===== config.mk =====
export PLATFORM = sky130hd
export DESIGN_NAME = irda_rx_fifo_flat
export DESIGN_NICKNAME = d
export VERILOG_FILES = /design/src/rtl/irda_rx_fifo_pkg.sv /design/src/rtl/irda_rx_fifo_if.sv /design/src/rtl/irda_fifo_mem.sv /design/src/rtl/irda_rx_fifo.sv /design/src/flat_wrapper.sv
export SDC_FILE = /design/constraint.sdc
export NUM_CORES = 1
export LEC_CHECK = 0
export ABC_AREA = 1
export CORE_MARGIN = 5
export CORE_UTILIZATION = 53
export DETAILED_ROUTE_END_ITERATION = 8
export PLACE_DENSITY = 0.71
export SYNTH_ARGS = -nofsm -noshare
export SYNTH_HDL_FRONTEND = slang
export SYNTH_SLANG_ARGS = --single-unit

===== constraint.sdc =====
create_clock -name clk -period 2.8 [get_ports clk]
set_input_delay 0.42 -clock clk [delete_from_list [all_inputs] [get_ports clk]]
set_output_delay 0.42 -clock clk [all_outputs]
set_load 0.1 [all_outputs]

===== src/rtl/irda_rx_fifo_pkg.sv =====
// Shared IrDA FIFO definitions.
// IRDA_FIFO_POINTER_W is also used by the TX FIFO and the interrupt block.
// rx_entry_t is one stored FIFO word: the EOF tag above the received byte.
package irda_rx_fifo_pkg;

  localparam int unsigned IRDA_FIFO_POINTER_W = 4;
  localparam int unsigned RX_DATA_W           = 8;
  localparam int unsigned RX_ENTRY_W          = RX_DATA_W + 1;

  typedef struct packed {
    logic                 eof;
    logic [RX_DATA_W-1:0] data;
  } rx_entry_t;

endpackage


===== src/rtl/irda_rx_fifo_if.sv =====
// Interface for the receive FIFO: push side from the FIR/MIR deframers,
// pop side from the Wishbone/DMA read path, status to the interrupt block.
//   slave  : the FIFO (takes strobes, drives data/status)
//   master : the FIFO's user (drives strobes, takes data/status)
interface irda_rx_fifo_if
  import irda_rx_fifo_pkg::*;
#(
  parameter int unsigned DATA_W         = RX_DATA_W,
  parameter int unsigned FIFO_POINTER_W = IRDA_FIFO_POINTER_W
) ();

  logic                    fifo_clear;
  logic                    push;
  logic [DATA_W-1:0]       push_data;
  logic                    push_eof;
  logic                    pop;
  logic [DATA_W-1:0]       pop_data;
  logic                    pop_eof;
  logic [FIFO_POINTER_W:0] rxfifo_count;
  logic                    rxfifo_overrun;
  logic                    empty;
  logic                    full;

  modport slave (
    input  fifo_clear, push, push_data, push_eof, pop,
    output pop_data, pop_eof, rxfifo_count, rxfifo_overrun, empty, full
  );

  modport master (
    output fifo_clear, push, push_data, push_eof, pop,
    input  pop_data, pop_eof, rxfifo_count, rxfifo_overrun, empty, full
  );

endinterface


===== src/rtl/irda_fifo_mem.sv =====
// Storage array for the IrDA FIFOs: 2**ADDR_W words of WIDTH bits.
// One synchronous write port, one asynchronous read port. Contents are not
// reset. Shared with the TX FIFO, where the EOF bit is left unused.
//   clk   : write clock
//   we    : write enable
//   waddr : write index      wdata : write word
//   raddr : read index       rdata : word at raddr (combinational)
module irda_fifo_mem #(
  parameter int unsigned WIDTH  = 9,
  parameter int unsigned ADDR_W = 4
) (
  input  logic              clk,
  input  logic              we,
  input  logic [ADDR_W-1:0] waddr,
  input  logic [WIDTH-1:0]  wdata,
  input  logic [ADDR_W-1:0] raddr,
  output logic [WIDTH-1:0]  rdata
);

  logic [WIDTH-1:0] mem_q [2**ADDR_W];

  always_ff @(posedge clk) begin
    if (we) mem_q[waddr] <= wdata;
  end

  assign rdata = mem_q[raddr];

endmodule


===== src/rtl/irda_rx_fifo.sv =====
// IrDA receive FIFO: 16 bytes, each tagged with an end-of-frame bit.
// Ports:
//   clk      : system clock
//   wb_rst_i : asynchronous active-high reset
//   bus      : irda_rx_fifo_if.slave -- fifo_clear, push/push_data/push_eof,
//              pop, registered pop_data/pop_eof, rxfifo_count, one-cycle
//              rxfifo_overrun pulse, empty, full
// Occupancy lives in its own register; pointers wrap naturally.
module irda_rx_fifo
  import irda_rx_fifo_pkg::*;
(
  input  logic           clk,
  input  logic           wb_rst_i,
  irda_rx_fifo_if.slave  bus
);

  localparam int unsigned PTR_W = IRDA_FIFO_POINTER_W;
  localparam logic [PTR_W:0] FULL_CNT = {1'b1, {PTR_W{1'b0}}};

  logic [PTR_W-1:0]     wr_ptr_q, wr_ptr_d;
  logic [PTR_W-1:0]     rd_ptr_q, rd_ptr_d;
  logic [PTR_W:0]       count_q, count_d;
  logic [RX_DATA_W-1:0] pop_data_q, pop_data_d;
  logic                 pop_eof_q, pop_eof_d;
  logic                 overrun_q, overrun_d;

  logic      push_ok;
  logic      pop_ok;
  rx_entry_t wr_entry;
  rx_entry_t rd_entry;

  // A pop frees a slot in the same cycle, so a full FIFO still accepts a
  // push alongside an accepted pop; an empty FIFO never pops.
  assign pop_ok   = bus.pop  && (count_q != '0) && !bus.fifo_clear;
  assign push_ok  = bus.push && ((count_q != FULL_CNT) || pop_ok) && !bus.fifo_clear;
  assign wr_entry = '{eof: bus.push_eof, data: bus.push_data};

  irda_fifo_mem #(
    .WIDTH  (RX_ENTRY_W),
    .ADDR_W (PTR_W)
  ) u_mem (
    .clk   (clk),
    .we    (push_ok),
    .waddr (wr_ptr_q),
    .wdata (wr_entry),
    .raddr (rd_ptr_q),
    .rdata (rd_entry)
  );

  always_comb begin
    wr_ptr_d   = wr_ptr_q;
    rd_ptr_d   = rd_ptr_q;
    count_d    = count_q;
    pop_data_d = pop_data_q;
    pop_eof_d  = pop_eof_q;
    overrun_d  = 1'b0;

    if (bus.fifo_clear) begin
      wr_ptr_d = '0;
      rd_ptr_d = '0;
      count_d  = '0;
    end else begin
      if (push_ok) wr_ptr_d = wr_ptr_q + PTR_W'(1);
      if (pop_ok) begin
        rd_ptr_d   = rd_ptr_q + PTR_W'(1);
        pop_data_d = rd_entry.data;
        pop_eof_d  = rd_entry.eof;
      end
      unique case ({push_ok, pop_ok})
        2'b10:   count_d = count_q + (PTR_W+1)'(1);
        2'b01:   count_d = count_q - (PTR_W+1)'(1);
        default: count_d = count_q;
      endcase
      overrun_d = bus.push && !push_ok;
    end
  end

  always_ff @(posedge clk or posedge wb_rst_i) begin
    if (wb_rst_i) begin
      wr_ptr_q   <= '0;
      rd_ptr_q   <= '0;
      count_q    <= '0;
      pop_data_q <= '0;
      pop_eof_q  <= 1'b0;
      overrun_q  <= 1'b0;
    end else begin
      wr_ptr_q   <= wr_ptr_d;
      rd_ptr_q   <= rd_ptr_d;
      count_q    <= count_d;
      pop_data_q <= pop_data_d;
      pop_eof_q  <= pop_eof_d;
      overrun_q  <= overrun_d;
    end
  end

  assign bus.pop_data       = pop_data_q;
  assign bus.pop_eof        = pop_eof_q;
  assign bus.rxfifo_count   = count_q;
  assign bus.rxfifo_overrun = overrun_q;
  assign bus.empty          = (count_q == '0);
  assign bus.full           = (count_q == FULL_CNT);

endmodule


===== src/flat_wrapper.sv =====
// flat-port wrapper written by rule: the top's interface ports become plain ports
module irda_rx_fifo_flat import irda_rx_fifo_pkg::*;
  (clk, wb_rst_i, bus_fifo_clear, bus_push, bus_push_data, bus_push_eof, bus_pop, bus_pop_data, bus_pop_eof, bus_rxfifo_count, bus_rxfifo_overrun, bus_empty, bus_full);
  irda_rx_fifo_if bus_i ();
  input  logic clk;
  input  logic wb_rst_i;
  input wire logic [$bits(bus_i.fifo_clear)-1:0] bus_fifo_clear;
  input wire logic [$bits(bus_i.push)-1:0] bus_push;
  input wire logic [$bits(bus_i.push_data)-1:0] bus_push_data;
  input wire logic [$bits(bus_i.push_eof)-1:0] bus_push_eof;
  input wire logic [$bits(bus_i.pop)-1:0] bus_pop;
  output wire logic [$bits(bus_i.pop_data)-1:0] bus_pop_data;
  output wire logic [$bits(bus_i.pop_eof)-1:0] bus_pop_eof;
  output wire logic [$bits(bus_i.rxfifo_count)-1:0] bus_rxfifo_count;
  output wire logic [$bits(bus_i.rxfifo_overrun)-1:0] bus_rxfifo_overrun;
  output wire logic [$bits(bus_i.empty)-1:0] bus_empty;
  output wire logic [$bits(bus_i.full)-1:0] bus_full;
  assign bus_i.fifo_clear = bus_fifo_clear;
  assign bus_i.push = bus_push;
  assign bus_i.push_data = bus_push_data;
  assign bus_i.push_eof = bus_push_eof;
  assign bus_i.pop = bus_pop;
  assign bus_pop_data = bus_i.pop_data;
  assign bus_pop_eof = bus_i.pop_eof;
  assign bus_rxfifo_count = bus_i.rxfifo_count;
  assign bus_rxfifo_overrun = bus_i.rxfifo_overrun;
  assign bus_empty = bus_i.empty;
  assign bus_full = bus_i.full;
  irda_rx_fifo u_core (.clk(clk), .wb_rst_i(wb_rst_i), .bus(bus_i));
endmodule

# Yosys cells after proc, flatten, opt, wreduce, memory -nomap -nowiden
# Memories as Yosys holds them, arrays and structs flattened. A register that Yosys moved wholly into a read port is not among the register bits.
# Index checks and enable logic that the tools add are counted.
# word_totals
reg_bits,14
mem_bits_rw,144
inputBits,14
out_inout_bits,17
elab_cells,37
memories,1
# op_classes
n_addsub,4
n_eq_ne,4
muxes,9
n_bitwise,1
n_reduce_logical,14
# memory_table
name,depth,word_bits,rd,rd_clocked_by_memory_dff,wr,line,rtl
u_core.u_mem.mem_q,16,9,1,1,1,irda_fifo_mem.sv:20,logic [WIDTH-1:0] mem_q [2**ADDR_W];
# ops
operator,n
4-bit two-way mux,4
5-bit case mux with 2 select lines,1
"4-bit by 1-bit adder with 4-bit output, second input constant",2
"5-bit by 1-bit adder with 5-bit output, second input constant",1
"5-bit == test, second input constant",1
1-bit logical AND,5
5-bit zero test,1
5-bit two-way mux,1
"5-bit != test, second input constant",1
5-bit nonzero test,1
"5-bit by 1-bit subtractor with 5-bit output, second input constant",1
2-bit nonzero test,2
1-bit two-way mux,3
3-bit nonzero test,1
"2-bit by 1-bit == test with 1-bit output, second input constant",1
"2-bit == test, second input constant",1
1-bit zero test,2
2-bit AND reduction,1
1-bit logical OR,1
1-bit NOT,1

# Logic depth before layout (Yosys ltp)
# depth
ltp_word,9
mapped_depth,11
mapped_depth_nobuf,11

# By module
# From an unflattened synthesis, not the netlist that was laid out.
# hier_totals
cells_unflattened,749
hier_area_um2,7587.3
# by_module_without_submodules
mod,n_inst,cells_per_inst,area_each_um2,seq_area_each_um2
irda_fifo_mem,1,606,6322.3,4324.1
irda_rx_fifo,1,143,1265.0,575.6

# Worst setup path before layout
# OpenSTA, ideal clock, no wires.
# synth_path
path_type,reg2reg
start,"reg u_core.count_q[1], in the netlist u_core.bus.rxfifo_count[1]"
end,mem u_core.u_mem.mem_q[0][0] (enable)
setup_ns,0.387
arrival_time_ns,2.858
t_required_ns,2.413
setup_slack_ns,-0.445
stages_incl_launch_ff,9
path_buffers,0
synth_period_minus_slack_ns,3.245
cell_sequence,dfrtp_1 > nor2_1 > nand3_1 > inv_1 > nand2_1 > nand2_2 > nor2_4 > nand2_1 > nor3_1
# synth_between
elab_chain_len,8
elab_cells_between_ends,9
cone_classes,eq/ne (1); mux (2); reduce/logical (6)
# synth_lines
item,line,rtl
start: declaration,irda_rx_fifo.sv:22,"logic [PTR_W:0] count_q, count_d;"
start signal: assignment,irda_rx_fifo.sv:89,count_q <= count_d;
5-bit nonzero test,irda_rx_fifo.sv:34,assign pop_ok = bus.pop && (count_q != '0) && !bus.fifo_clear;
1-bit logical AND (2 in series),irda_rx_fifo.sv:34,
1-bit logical OR *,irda_rx_fifo.sv:35,assign push_ok = bus.push && ((count_q != FULL_CNT) || pop_ok) && !bus.fifo_clear;
1-bit logical AND * (2 in series),irda_rx_fifo.sv:35,
1-bit two-way mux *,irda_fifo_mem.sv:23,if (we) mem_q[waddr] <= wdata;
1-bit two-way mux (implied by the code) *,irda_fifo_mem.sv:23,
end: declaration,irda_fifo_mem.sv:20,
# Mark *: on every way between the ends. The rest lies on a longest branch, timed or not.

# Final worst setup path
# layout_path
start,"reg u_core.count_q[1], in the netlist u_core.bus.rxfifo_count[1]"
end,"reg u_core.count_q[4], in the netlist u_core.bus.rxfifo_count[4]"
# layout_between
elab_chain_len,9
elab_cells_between_ends,14
cone_classes,add/sub (2); eq/ne (3); mux (2); reduce/logical (7)
# layout_lines
item,line,rtl
5-bit nonzero test,irda_rx_fifo.sv:34,
1-bit logical AND (2 in series),irda_rx_fifo.sv:34,
1-bit logical OR,irda_rx_fifo.sv:35,
1-bit logical AND (2 in series),irda_rx_fifo.sv:35,
2-bit by 1-bit == test with 1-bit output / 2-bit == test (equally long branches),irda_rx_fifo.sv:69,"unique case ({push_ok, pop_ok})"
5-bit case mux with 2 select lines,irda_rx_fifo.sv:69,
5-bit two-way mux,irda_rx_fifo.sv:58,if (bus.fifo_clear) begin
# Parallel ways exist; a longest one is shown, timed or not.
# A chain may end at the register's enable or synchronous reset.

==> key figures <==
Critical path
  – R2R cell count: 10
  – Slowest stage cell, crit path: dfrtp_2
  – Critical path's most frequent cell: nand3_1
  – Worst path required time: 3.11 ns
  – Crit start category: flop
  – Critical path fanouts, max: 7
  – CP startpoint: u_core.bus.rxfifo_count[1]
  – Worst path cell trace: nor2_1 > nand3_2 > nand4_2 > inv_2 > ha_1 > a21o_1 > a31oi_1 > nand3_1 > nand3_1 > nand2_1
  – R2R Path End: u_core.bus.rxfifo_count[4]
  – CP peak stage delay: 0.43 ns
  – Flop-to-flop setup slack: 0.69 ns
  – Worst R2R Start: u_core.bus.rxfifo_count[1]
  – Setup CP Type: flop to flop
  – Crit path DAT: 2.42 ns
  – Worst Setup End Kind: flop

Power and ir drop
  – PwrDens: 817 mW/mm2
  – Clock power share: 34.3%
  – Internal Power: 0.00451 W
  – Comb pwr share: 22.1%
  – Static Leakage: 2.97 nW
  – Seq pwr share: 43.6%
  – Switch share: 31.6%
  – Max IR drop VDD: 0.000605 V
  – Sw power: 0.00209 W

GRT
  – Grt total ovfl: 0
  – Met1 Resource Use GR: 27.1%
  – Global route hottest layer: met2
  – Vias in the first global route: 4487
  – Met2 Usage GRT: 34.0%
  – GRT Util Overall: 20.5%
  – Largest net degree at the start of global routing: 75
  – First-pass GRT wire length: 24500 um
  – Met3 usage: 4.01%
  – Initial antenna violation count: 0

Routing
  – Detail Route Antenna Nets: 0
  – Via Count: 4655
  – DRC: 0
  – Vias per cell: 5.65
  – 1st-iter DRT viols: 440
  – Drt pass-1 iters: 6
  – Final WL: 15800 um
  – Routed length per instance: 19.2 um

Layout
  – ANT cells: 0
  – Most frequent cells in the layout: 144 x edfxtp_1, 126 x nor2_1, 61 x nand2_1
  – Area Growth Syn to Fin: 14.8%
  – Most common cell after layout, fill and taps aside: edfxtp_1
  – Nets@finish: 658
  – Utilization after layout: 61.5%
  – Fraction of layout cells with a size suffix above 1: 13.4%

Clock network
  – Clk Latency, worst-skew pair: 0.43 ns
  – Clock buffer depth: 2
  – CTS Buf Count: 17
  – TritonCTS clock tree: yes
  – Post-CTS Hold Buffers: 0
  – CTS sink cnt: 167
  – CTS clk-pin slew, worst paths: 0.06 ns
  – H-tree Lvls: 4
  – # resized after CTS: 0
  – Setup bufs post-CTS: 0
  – CTS root buf: clkbuf_16

Timing
  – Min cycle time layout: 2.11 ns
  – Setup TNS: 0 ns
  – Final setup viols: 0
  – Fin Clk Skew: 0.00903 ns
  – Final hold violation count: 0
  – Worst-Margin Slew: 0.943 ns
  – Final period utilization: 75.3%
  – Max-slew violations: 0
  – RSZ-0062 raised after global routing: false
  – Rel. slew slack: 37.0%
  – Fmax: 0.474 GHz

Hold path
  – Hold path start: u_core.bus.pop_data[1]
  – Hold EP: u_core.bus.pop_data[1]
  – Worst Hold Path Cells: 2
  – Hold Crit Class: flop to flop

Yosys
  – Mapped Avg Cell Area: 11.9 um2
  – Library cells used by synthesis: 31
  – Syn Inst Count: 594
  – Post-synthesis instance area: 0.00704 mm2
  – Register area share after synthesis: 69.6%
  – Synth Warn #: 0
  – Synthesized flop and latch total: 167
  – Syn nets: 617

Placement
  – Port bufs: 30
  – Placer Congestion: 0.865
  – Post-DP HPWL: 10000 um

Floorplan
  – Die ar.: 0.0157 mm2
  – Core area: 0.0131 mm2
  – Initial Util: 53.6%
  – Die height: 125 um
  – IO Pins: 31
  – Die Width: 125 um
  – Row cnt: 42

Status
  – Outcome: finished, final reports clean

Run
  – Max Cap Viol: 0
## routing by layer
| metal | wire [um] | up-vias | share of wire, % |
|---|---|---|---|
| met5 | 0 | - | 0 |
| met4 | 361 | 0 | 2.3 |
| met3 | 958 | 25 | 6.1 |
| met2 | 7860 | 160 | 50 |
| met1 | 6610 | 2280 | 42 |
| li1 | - | 2190 | - |
## power by group through the flow
stage	sequential, W	combinational [W]	clock, W
after CTS	0.00288	0.00146	0.00228
after detailed placement	0.00292	0.00145	0
final	0.00288	0.00146	0.00227
after floorplan	0.00345	0.000577	0
after global routing	0.00289	0.00155	0.00240
after global placement	0.00292	0.00143	0
## metrics by stage
step / cell area (um2) / setup slack, ns / power [W] / hold WS (ns) / std cells
2_1_floorplan: 7040 / -0.227 / 0.00402 / 0.422 / 594
3_3_place_gp: 7510 / 0.360 / 0.00435 / 0.470 / 792
3_5_place_dp: 7510 / 0.268 / 0.00438 / 0.472 / 792
4_1_cts: 8080 / 0.696 / 0.00661 / 0.487 / 824
5_1_grt: 8080 / 0.497 / 0.00683 / 0.510 / 824
6_report: 8080 / 0.691 / 0.00660 / 0.488 / 824
## cell usage after synthesis
library cell  count  area, um2
o21ai_0          60        300
nand3_2           1       10.0
nand4_1           2       12.5
ha_1              8        100
nand2_4           1       11.3
a21oi_2           1       8.76
nand3_1          32        160
nor3_1            6       30.0
edfxtp_1        144       4320
nand2_1          61        229
inv_1            20       75.1
nand4_2           2       25.0
nor2_4            1       11.3
o21ai_1          23        115
nand2_2           2       12.5
fa_1              1       20.0
buf_2             8       40.0
nor2_1          126        473
a21oi_1           2       10.0
buf_1             1       3.75
buf_4             6       45.0
o211ai_1         36        270
buf_6             8       90.1
clkbuf_1          9       33.8
clkbuf_2          1       5.00
dfrtp_1          23        576
a21o_1            1       7.51
xor2_1            1       8.76
nor2_2            1       6.26
inv_2             5       18.8
a31oi_1           1       6.26
## state kept, by name, indices dropped and copies added, names as in the netlist
name / flops
u_core.bus.pop_data: 8
u_core.rd_ptr_q: 4
u_core.bus.pop_eof: 1
u_core.u_mem.mem_q: 144
u_core.bus.rxfifo_overrun: 1
u_core.bus.rxfifo_count: 5
u_core.wr_ptr_q: 4
## cell type report
class,count,area [um2]
Fill cell,1026,5060
Multi-Input combinational cell,369,1830
Timing Repair Buffer,55,458
Sequential cell,167,4910
Tap cell,176,220
Inverter,25,93.8
Clock inverter,10,129
Clock buffer,22,444
## critical path: cells and delay by family (launching register included)
family / cells / cell delay (ns)
fa+ha+maj: 1 / 0.32
flops: 1 / 0.43
simple gates: 6 / 0.79
compound gates: 2 / 0.36
buf+inv: 1 / 0.09
## worst max-delay path by stage
stage / to / slack (ns) / depth (start not counted)
global placement: u_core.bus.rxfifo_count[4] / 0.36 / 10
detailed placement: u_core.bus.rxfifo_count[4] / 0.27 / 10
global route: u_core.bus.rxfifo_count[3] / 0.50 / 10
finish: u_core.bus.rxfifo_count[4] / 0.69 / 10
CTS: u_core.bus.rxfifo_count[4] / 0.70 / 10
floorplan: u_core.u_mem.mem_q[0][0] / -0.23 / 7
## kinds of logic (layout without fill, tap and decap cells)
logic type	after synthesis	after routing	share of synthesized area, %
and+or+nand+nor	235	235	13.9
DFF	167	167	69.6
AOI/OAI and AO/OA	124	124	10.2
buffers and inverters	58	112	4.43
adders and majority gates	9	9	1.71
xor gates and xnor gates	1	1	0.124
No activity file was read; power rests on OpenSTA's default activity.
